**src/rtl/rv32i_types.sv**
```systemverilog
// Shared RV32I front-end types: fetch FSM states and architectural constants.
package rv32i_types;

    localparam int unsigned XLEN   = 32;
    localparam int unsigned LINE_W = 64;

    localparam logic [XLEN-1:0] PC_RESET = 32'h0000_0060;

    typedef enum logic [1:0] {
        FETCH,
        DRAIN,
        DISCARD
    } fetch_state_t;

endpackage

```
**src/rtl/fetch_align.sv**
```systemverilog
// Fetches 8-byte instruction lines and pushes their 32-bit words into the
// instruction queue one per cycle, honouring flush redirects and queue backpressure.
module fetch_align
    import rv32i_types::*;
#(
    parameter logic [XLEN-1:0] RESET_PC = PC_RESET
) (
    input  logic              clk,
    input  logic              rst,
    input  logic              flush,
    input  logic [XLEN-1:0]   flush_pc,
    input  logic              inst_mem_resp,
    input  logic [LINE_W-1:0] inst_mem_rdata,
    output logic              inst_read,
    output logic [XLEN-1:0]   inst_mem_address,
    input  logic              iq_isfull,
    output logic              fetch_wen_inst,
    output logic [XLEN-1:0]   fetch_inst,
    output logic [XLEN-1:0]   fetch_pc,
    output logic [XLEN-1:0]   fetch_pc_next
);

    fetch_state_t      state;
    logic [XLEN-1:0]   pc;
    logic [LINE_W-1:0] line_buf;
    logic              slot;
    logic [XLEN-4:0]   req_line;

    logic [XLEN-1:0]   pc_inc;
    logic [XLEN-1:0]   flush_tgt;

    assign pc_inc    = pc + 32'd4;
    assign flush_tgt = flush_pc & ~32'h0000_0003;

    // req_line remembers the outstanding request while DISCARD waits it out.
    always_ff @(posedge clk) begin
        if (rst) begin
            state    <= FETCH;
            pc       <= RESET_PC;
            line_buf <= '0;
            slot     <= 1'b0;
            req_line <= '0;
        end else begin
            unique case (state)
                FETCH: begin
                    if (flush) begin
                        pc       <= flush_tgt;
                        req_line <= pc[XLEN-1:3];
                        if (!inst_mem_resp) begin
                            state <= DISCARD;
                        end
                    end else if (inst_mem_resp) begin
                        line_buf <= inst_mem_rdata;
                        slot     <= pc[2];
                        state    <= DRAIN;
                    end
                end
                DISCARD: begin
                    if (flush) begin
                        pc <= flush_tgt;
                    end
                    if (inst_mem_resp) begin
                        state <= FETCH;
                    end
                end
                DRAIN: begin
                    if (flush) begin
                        pc       <= flush_tgt;
                        line_buf <= '0;
                        state    <= FETCH;
                    end else if (!iq_isfull) begin
                        pc <= pc_inc;
                        if (slot) begin
                            state <= FETCH;
                        end else begin
                            slot <= 1'b1;
                        end
                    end
                end
                default: state <= FETCH;
            endcase
        end
    end

    // Output decode; everything is forced low while reset is held.
    always_comb begin
        inst_read        = 1'b0;
        inst_mem_address = '0;
        fetch_wen_inst   = 1'b0;
        fetch_inst       = '0;
        fetch_pc         = '0;
        fetch_pc_next    = '0;
        if (!rst) begin
            unique case (state)
                FETCH: begin
                    inst_read        = 1'b1;
                    inst_mem_address = {pc[XLEN-1:3], 3'b000};
                end
                DISCARD: begin
                    inst_read        = 1'b1;
                    inst_mem_address = {req_line, 3'b000};
                end
                DRAIN: begin
                    fetch_inst     = slot ? line_buf[63:32] : line_buf[31:0];
                    fetch_pc       = pc;
                    fetch_pc_next  = pc_inc;
                    fetch_wen_inst = ~iq_isfull & ~flush;
                end
                default: begin
                    inst_read = 1'b0;
                end
            endcase
        end
    end

endmodule

```
**config.mk**
```make
export PLATFORM = sky130hd
export DESIGN_NAME = fetch_align
export DESIGN_NICKNAME = d
export VERILOG_FILES = /design/src/rtl/rv32i_types.sv /design/src/rtl/fetch_align.sv
export SDC_FILE = /design/constraint.sdc
export NUM_CORES = 1
export LEC_CHECK = 0
export BUFFER_PORTS_ARGS = -buffer_cell sky130_fd_sc_hd__buf_2
export CORE_MARGIN = 5
export CORE_UTILIZATION = 51
export CTS_CLUSTER_DIAMETER = 30
export CTS_CLUSTER_SIZE = 28
export DETAILED_ROUTE_END_ITERATION = 7
export PLACE_DENSITY_LB_ADDON = 0.05
export SLEW_MARGIN = 5
export SYNTH_ARGS = -nofsm -noshare
export SYNTH_HDL_FRONTEND = slang
export SYNTH_SLANG_ARGS = --single-unit
```
**constraint.sdc**
```tcl
create_clock -name clk -period 2.6 [get_ports clk]
set_clock_uncertainty 0.05 [all_clocks]
set_input_delay 0.13 -clock clk [delete_from_list [all_inputs] [get_ports clk]]
set_output_delay 0.13 -clock clk [all_outputs]
set_load 0.01 [all_outputs]
```
==> summary.txt, run 1 <==
GRT
  – First-pass GRT wire length: 36.9 mm
  – All-Layer GR Usage: between 20% and 30%
  – Largest net degree at the start of global routing: 75
  – Vias in the first global route: just over 7,000
  – Gr ovfl total: 0
  – Initial antenna violation count: 0

Power
  – PwrDens: 562 nW/um^2
  – Overall power: approximately 0.0054 W
  – Leak: a little over 4 nW
  – Peak supply drop: between 0.5 and 0.6 mV

Routing
  – Top sig layer: met4
  – Routed len/inst: roughly 17 um
  – Via-per-instance ratio: 5.59
  – Number of remaining DRC errors: 0
  – DRT antenna net count: 0
  – DRT Pass-1 Iters: 5
  – Iteration-0 DRC Markers: 630
  – WL met2: 11.7 mm
  – Routed wire length: 23.1 mm
  – Vias: 7,507
  – Metal-1 WL: 9.33 mm
  – Metal3 WL: 1.76 mm

Clock tree
  – CTS root buffer: clkbuf_16
  – CTS tree: yes
  – CTS sink count: between 100 and 150
  – H-tree levels: 4
  – Clock Path Buffers: 2
  – Clk pin slew, worst setup/hold paths: 60 ps
  – CTS buffer count: 17
  – Worst-skew pair later-pin latency: around 410 ps

STA
  – Hold Fails Final Rpt: 0
  – Max Slew Vio Count: 0
  – TNS Setup: 0 ps
  – Fmax: ~400 MHz
  – Tcrit/Tclk final: between 90% and 100%
  – Final min period: about 2500 ps
  – Max-slew headroom: 39.4%
  – RSZ-0062 raised after global routing: no
  – Setup violators final: 0
  – Actual slew at the worst max-slew pin: slightly above 900 ps

Setup path
  – Critical Path Source Type: flop
  – Crit-path max FO: 7
  – Worst stage delay on the critical path: slightly above 600 ps
  – CP max stage cell: or4_4
  – Worst setup EP type: primary output
  – Top cell family by delay on the critical path: simple AND/OR/NAND/NOR gates
  – Crit path DAT: about 2300 ps
  – WP buf/inv: 2
  – Crit path cell chain: buf_4, nand4_1, or4_4, xor2_1, nor2_1, buf_2
  – Worst Path Required: 2420 ps
  – Worst Setup Path Type: flop to primary output

Cells and area
  – FILL cells: around 1,100
  – Layout cells sized above 1: ~28%
  – Area occupied by multi-input gates: ~3900 um^2
  – Seq. cell area: roughly 2500 um^2
  – Synth-to-Final Area Change: 39.6%
  – Diodes inserted: 0
  – # nets final: about 1,300

Die
  – Die area: roughly 16,000 um^2
  – Rows: 42
  – Total I/O pin count: approximately 230
  – Die Ht: 126 um
  – Starting Density: approximately half
  – Die W: about 130 um
  – Core area: between 10,000 and 15,000 um^2

Worst hold path
  – Hold Path Class: input pin to flop

Synthesis
  – Post-synthesis xor/xnor area fraction: 3.32%
  – Synth Area per Inst: between 7 and 8 um^2
  – Synthesized area: around 7000 um^2
  – Simple-Gate Fraction of Synth Area: around a quarter
  – Post-synth EDFFs: 0
  – Compound-cell area share of the yosys netlist: 20.1%
  – Ys flop type: dfxtp_1
  – Post-synthesis adder-cell area fraction: less than 1%
  – Post-synthesis async set-or-reset flop share: 0%
  – Seq/Total Area, Yosys: between 30% and 40%
  – Seq cells post-synth: 126
  – Post-synthesis mux area share: 6.71%
  – Synth cell types: 54
  – Main combinational cell family by area after synthesis: simple AND/OR/NAND/NOR gates
  – YS warnings: 0
  – Cells after Synth: between 800 and 900

Placed design
  – Port Buffer Count: between 200 and 250
  – Routability congestion estimate: between 0.9 and 1
  – Detailed Place HPWL: 14.6 mm

Run
  – Total of max-cap violations: 0

Run status
  – Status: completed
[cells in the final DEF, fill, tap and decap left out, drive strengths merged, types with 3 or more instances in the layout]
master	netlist	routed
a31oi	5	5
bufinv	0	3
nor3b	3	3
or2	3	3
inv	12	12
nand2b	3	3
buf	41	264
nand3	19	19
dfxtp	126	126
a22oi	70	70
or4	4	4
o22ai	7	7
or3	4	4
and3	7	7
conb	1	7
xnor2	16	16
clkinv	0	4
nor3	16	16
nand4b	3	3
clkbuf	65	22
xor2	10	10
o21ai	16	16
nand2	87	87
nor2b	3	3
and4	5	5
a22o	27	27
mux2i	46	46
nand4	10	10
a21oi	56	56
o311ai	3	3
dlygate4sd3	0	78
and2	25	25
nor2	165	165
o32ai	5	5
nor4	11	11
[report_power, final]
part           internal, W  leakage, nW  switching, W
combinational     0.000383         2.78      0.000446
clock              0.00156        0.286      0.000872
sequential         0.00203         1.03     0.0000900
total              0.00397         4.10       0.00141
[cell usage after synthesis, types with 3 or more instances]
library cell	n	area share [%]
a31oi_1	5	0.46
dfxtp_1	126	37
nor2b_1	3	0.27
xnor2_1	16	2.0
buf_4	16	1.8
a22o_1	27	3.4
o22ai_1	7	0.64
or2_2	3	0.27
nand4b_1	3	0.38
o311ai_0	3	0.38
buf_1	3	0.16
o32ai_1	5	0.64
xor2_1	10	1.3
or3_1	4	0.36
nand2b_1	3	0.27
a22oi_1	70	7.7
nand4_1	9	0.82
mux2i_1	46	6.7
nor3b_1	3	0.33
nor2_1	165	9.0
nor4_1	9	0.82
nand3_1	19	1.4
nand2_1	87	4.8
and4_1	5	0.64
and2_1	25	2.3
a21oi_1	56	4.1
or4_1	3	0.33
clkbuf_1	64	3.5
o21ai_0	15	1.1
and3_1	7	0.64
buf_2	22	1.6
inv_1	12	0.66
nor3_1	16	1.2
[worst paths after layout]
kind                                           startpoint                        end  slack, ps  cells after the start
worst max-delay path                  pc[16]$_SDFFE_PP0P_          fetch_pc_next[29]        100                      6
worst min-delay path                                flush      state[0]$_SDFFE_PP0P_         20                      2
worst max register to register        pc[16]$_SDFFE_PP0P_        pc[23]$_SDFFE_PP0P_        480                      6
worst min register to register  req_line[16]$_SDFFE_PP0P_  req_line[16]$_SDFFE_PP0P_        400                      2
[metal layers]
metal / global-route usage [%] / up-vias
li1: - / 3621
met1: 34.6 / 3561
met2: 48.7 / 290
met3: 7.45 / 35
met4: 7.82 / 0
met5: 0 / -
[state kept, by name, summed over array words and instances (netlist names)]
signal / cells
pc: 30
line_buf: 64
slot: 1
req_line: 29
state: 2
[timing repair]
action | CTS | global route
resized for setup | 8 | 13
setup buffers | 0 | 0
gates cloned | 0 | 0
endpoints found under the setup margin | 6 | 22
hold endpoints to repair | 78 | 0
hold buffers | 78 | 0
[area by class of cell]
type                            count  area share, %
Multi-Input combinational cell    655           40.7
Tap cell                          176           2.30
Inverter                           12          0.470
Sequential cell                   126           26.5
Clock buffer                       22           4.85
Clock inverter                      9           1.42
Timing Repair Buffer              342           23.7
[metrics by stage]
step	cell area, um^2	instances	hold slack, ps	utilization, %	worst slack, ps
2_1_floorplan	6890	899	159	-	473
3_3_place_gp	8140	1233	304	61.5	356
3_5_place_dp	8140	1233	311	61.5	345
4_1_cts	9550	1342	10.7	72.1	1.19
5_1_grt	9580	1342	39.0	72.3	0.762
6_report	9580	1342	24.0	72.3	96.7
[cells by family (layout without fill, tap and decap cells)]
kind of cell	after synthesis	count (layout)
AOI/OAI and AO/OA	203	203
xor gates and xnor gates	26	26
and+or+nand+nor	372	372
muxes	46	46
other	1	7
adders and majority gates	1	1
DFF	126	126
buffers and inverters	118	385
No activity file was read; power rests on OpenSTA's default activity.
==> run 2: changes to the inputs <==
--- a/config.mk
+++ b/config.mk
@@ -12,6 +12,7 @@
 export CTS_CLUSTER_SIZE = 28
 export DETAILED_ROUTE_END_ITERATION = 7
 export PLACE_DENSITY_LB_ADDON = 0.05
+export SETUP_SLACK_MARGIN = 0.3
 export SLEW_MARGIN = 5
 export SYNTH_ARGS = -nofsm -noshare
 export SYNTH_HDL_FRONTEND = slang
==> summary.txt, run 2 (synthesis results as in run 1) <==
Routing
  – DRT antenna net count: 0 (unchanged)
  – Routed len/inst: 17.7 um (+2.6%)
  – Via-per-instance ratio: 5.68 (+1.5%)
  – Routed wire length: 24.3 mm (+5.1%)
  – Iteration-0 DRC Markers: 712 (+13%)
  – DRT Pass-1 Iters: 5 (unchanged)
  – Number of remaining DRC errors: 0 (unchanged)
  – Vias: 7,809 (+4.0%)

Setup path
  – Top cell family by delay on the critical path: simple AND/OR/NAND/NOR gates
  – Worst Path Required: 2420 ps (about the same)
  – CP max stage cell: or4_4
  – Worst Setup Path Type: flop to primary output
  – Reg2reg setup slack: 500 ps (+20 ps)
  – WP buf/inv: 2 (unchanged)
  – Crit path DAT: 2180 ps (-140 ps)
  – R2R Path Start: state[1]$_SDFFE_PP0P_
  – Worst reg2reg endpoint: pc[17]$_SDFFE_PP0P_
  – Worst stage delay on the critical path: 550 ps (-70 ps)
  – Crit-path max FO: 6 (-1)
  – Worst setup EP type: primary output
  – CP startpoint: pc[25]$_SDFFE_PP0P_
  – Critical Path Source Type: flop
  – Crit path cell chain: buf_6, and4_4, nand3_2, or4_4, xor2_1, nor2_1, buf_2
  – Reg2Reg Depth: 5 (-1)

Cells and area
  – Most frequent cells in the layout: buf_2 (220), nor2_1 (164), dfxtp_1 (101), nand2_1 (86), dlygate4sd3_1 (78)
  – Layout cells sized above 1: 32.4% (+4.7 points)
  – Post-Layout Cell Count: 1,375 (+2.5%)
  – Most common cell after layout, fill and taps aside: buf_2
  – # nets final: 1,289 (+2.6%)
  – Synth-to-Final Area Change: 46.1%
  – Diodes inserted: 0 (unchanged)
  – Finished Cell Area: 10,000 um^2 (+4.7%)
  – Most flops, register: line_buf
  – Largest regs: line_buf: 64 flops, pc: 30 flops, req_line: 29 flops
  – Max reg flops: 64 (unchanged)

GRT
  – Vias in the first global route: 7,345 (+1.0%)
  – Largest net degree at the start of global routing: 75 (unchanged)
  – Initial antenna violation count: 0 (unchanged)
  – Gr ovfl total: 0 (unchanged)
  – First-pass GRT wire length: 37.4 mm (+1.4%)
  – All-Layer GR Usage: 28.6% (+0.49 points)

STA
  – Max-slew headroom: 39.4% (about the same)
  – Hold Fails Final Rpt: 0 (unchanged)
  – TNS Setup: 0 ps (unchanged)
  – Worst hold margin: 18.0 ps (-5.98 ps)
  – Max Slew Vio Count: 0 (unchanged)
  – RSZ-0062 raised after global routing: yes
  – Actual slew at the worst max-slew pin: 908 ps (+0.0525 ps)
  – Final min period: 2360 ps (-142 ps)
  – Setup violators final: 0 (unchanged)
  – Tcrit/Tclk final: 90.8% (-5.5 points)
  – Fmax: 424 MHz (+6.0%)

Clock tree
  – H-tree levels: 4 (unchanged)
  – CTS tree: yes
  – CTS root buffer: clkbuf_16
  – CTS buffer count: 17 (unchanged)
  – Clock Path Buffers: 2 (unchanged)
  – CTS sink count: 126 (unchanged)
  – Clk pin slew, worst setup/hold paths: 50 ps (about the same)
  – Worst-skew pair later-pin latency: 420 ps (about the same)

Run status
  – Status: completed

Power
  – Leak: 4.31 nW (+5.1%)
  – PwrDens: 542 nW/um^2 (-3.5%)
  – Overall power: 0.00544 W (+1.0%)
  – Peak supply drop: 0.538 mV (-1.3%)

Die
  – Rows: 42 (unchanged)
  – Die W: 126 um (unchanged)
  – Starting Density: 51.8% (unchanged)
  – Die area: 15,900 um^2 (unchanged)
  – Die Ht: 126 um (unchanged)
  – Total I/O pin count: 231 (unchanged)
  – Core area: 13,200 um^2 (unchanged)

Worst hold path
  – Hold EP: state[0]$_SDFFE_PP0P_
  – Worst Hold Path Cells: 2 (unchanged)
  – Min-delay src: flush
  – Hold Path Class: input pin to flop

Placed design
  – Placed instance count: 1,233 (unchanged)
  – Detailed Place HPWL: 14.6 mm (unchanged)
  – Post-DP Area: 8140 um^2 (unchanged)
  – Routability congestion estimate: 0.918 (unchanged)
  – Port Buffer Count: 221 (unchanged)

Run
  – Total of max-cap violations: 0 (unchanged)
## run 2: worst max-delay path by stage
stage | cells past startpoint | endpoint | slack [ps]
3_5_place_dp | 7 | fetch_pc_next[30] | 340
4_1_cts | 6 | fetch_pc_next[29] | 170
2_1_floorplan | 6 | fetch_pc_next[30] | 470
3_3_place_gp | 7 | fetch_pc_next[30] | 360
6_report | 7 | fetch_pc_next[31] | 240
5_1_grt | 7 | fetch_pc_next[31] | 140
## run 2: layer usage
layer | global-route usage, % | vias up | routed length [um]
met3 | 8.09 | 49 | 1960
met2 | 49.2 | 342 | 12300
met1 | 35.2 | 3719 | 9530
li1 | - | 3699 | -
met5 | 0 | - | 0
met4 | 7.82 | 0 | 486
## run 2: final cells by class
type,count,area (um^2)
tap,176,220
fill,1016,3220
multi-input combinational,655,4010
timing repair buffer,375,2570
clock inverter,9,136
inverter,12,45.0
sequential,126,2580
clock buffer,22,464
## run 2: what timing repair did
action | 4_1_cts | 5_1_grt
hold buffers | 78 | 0
endpoints found under the hold margin | 78 | 0
gates resized for setup | 45 | 36
setup endpoints to repair | 104 | 47
pin swaps | 11 | 24
buffers inserted | 11 | 22
## run 2: power by group
part / switching (W) / internal [W]
sequential: 0.0000915 / 0.00203
clock: 0.000882 / 0.00155
combinational: 0.000465 / 0.000411
total: 0.00144 / 0.00400
## run 2: per-stage QoR
step | worst slack (ps) | utilization (%)
2_1_floorplan | 473 | -
3_3_place_gp | 356 | 61.5
3_5_place_dp | 345 | 61.5
4_1_cts | 167 | 73.4
5_1_grt | 144 | 75.7
6_report | 239 | 75.7
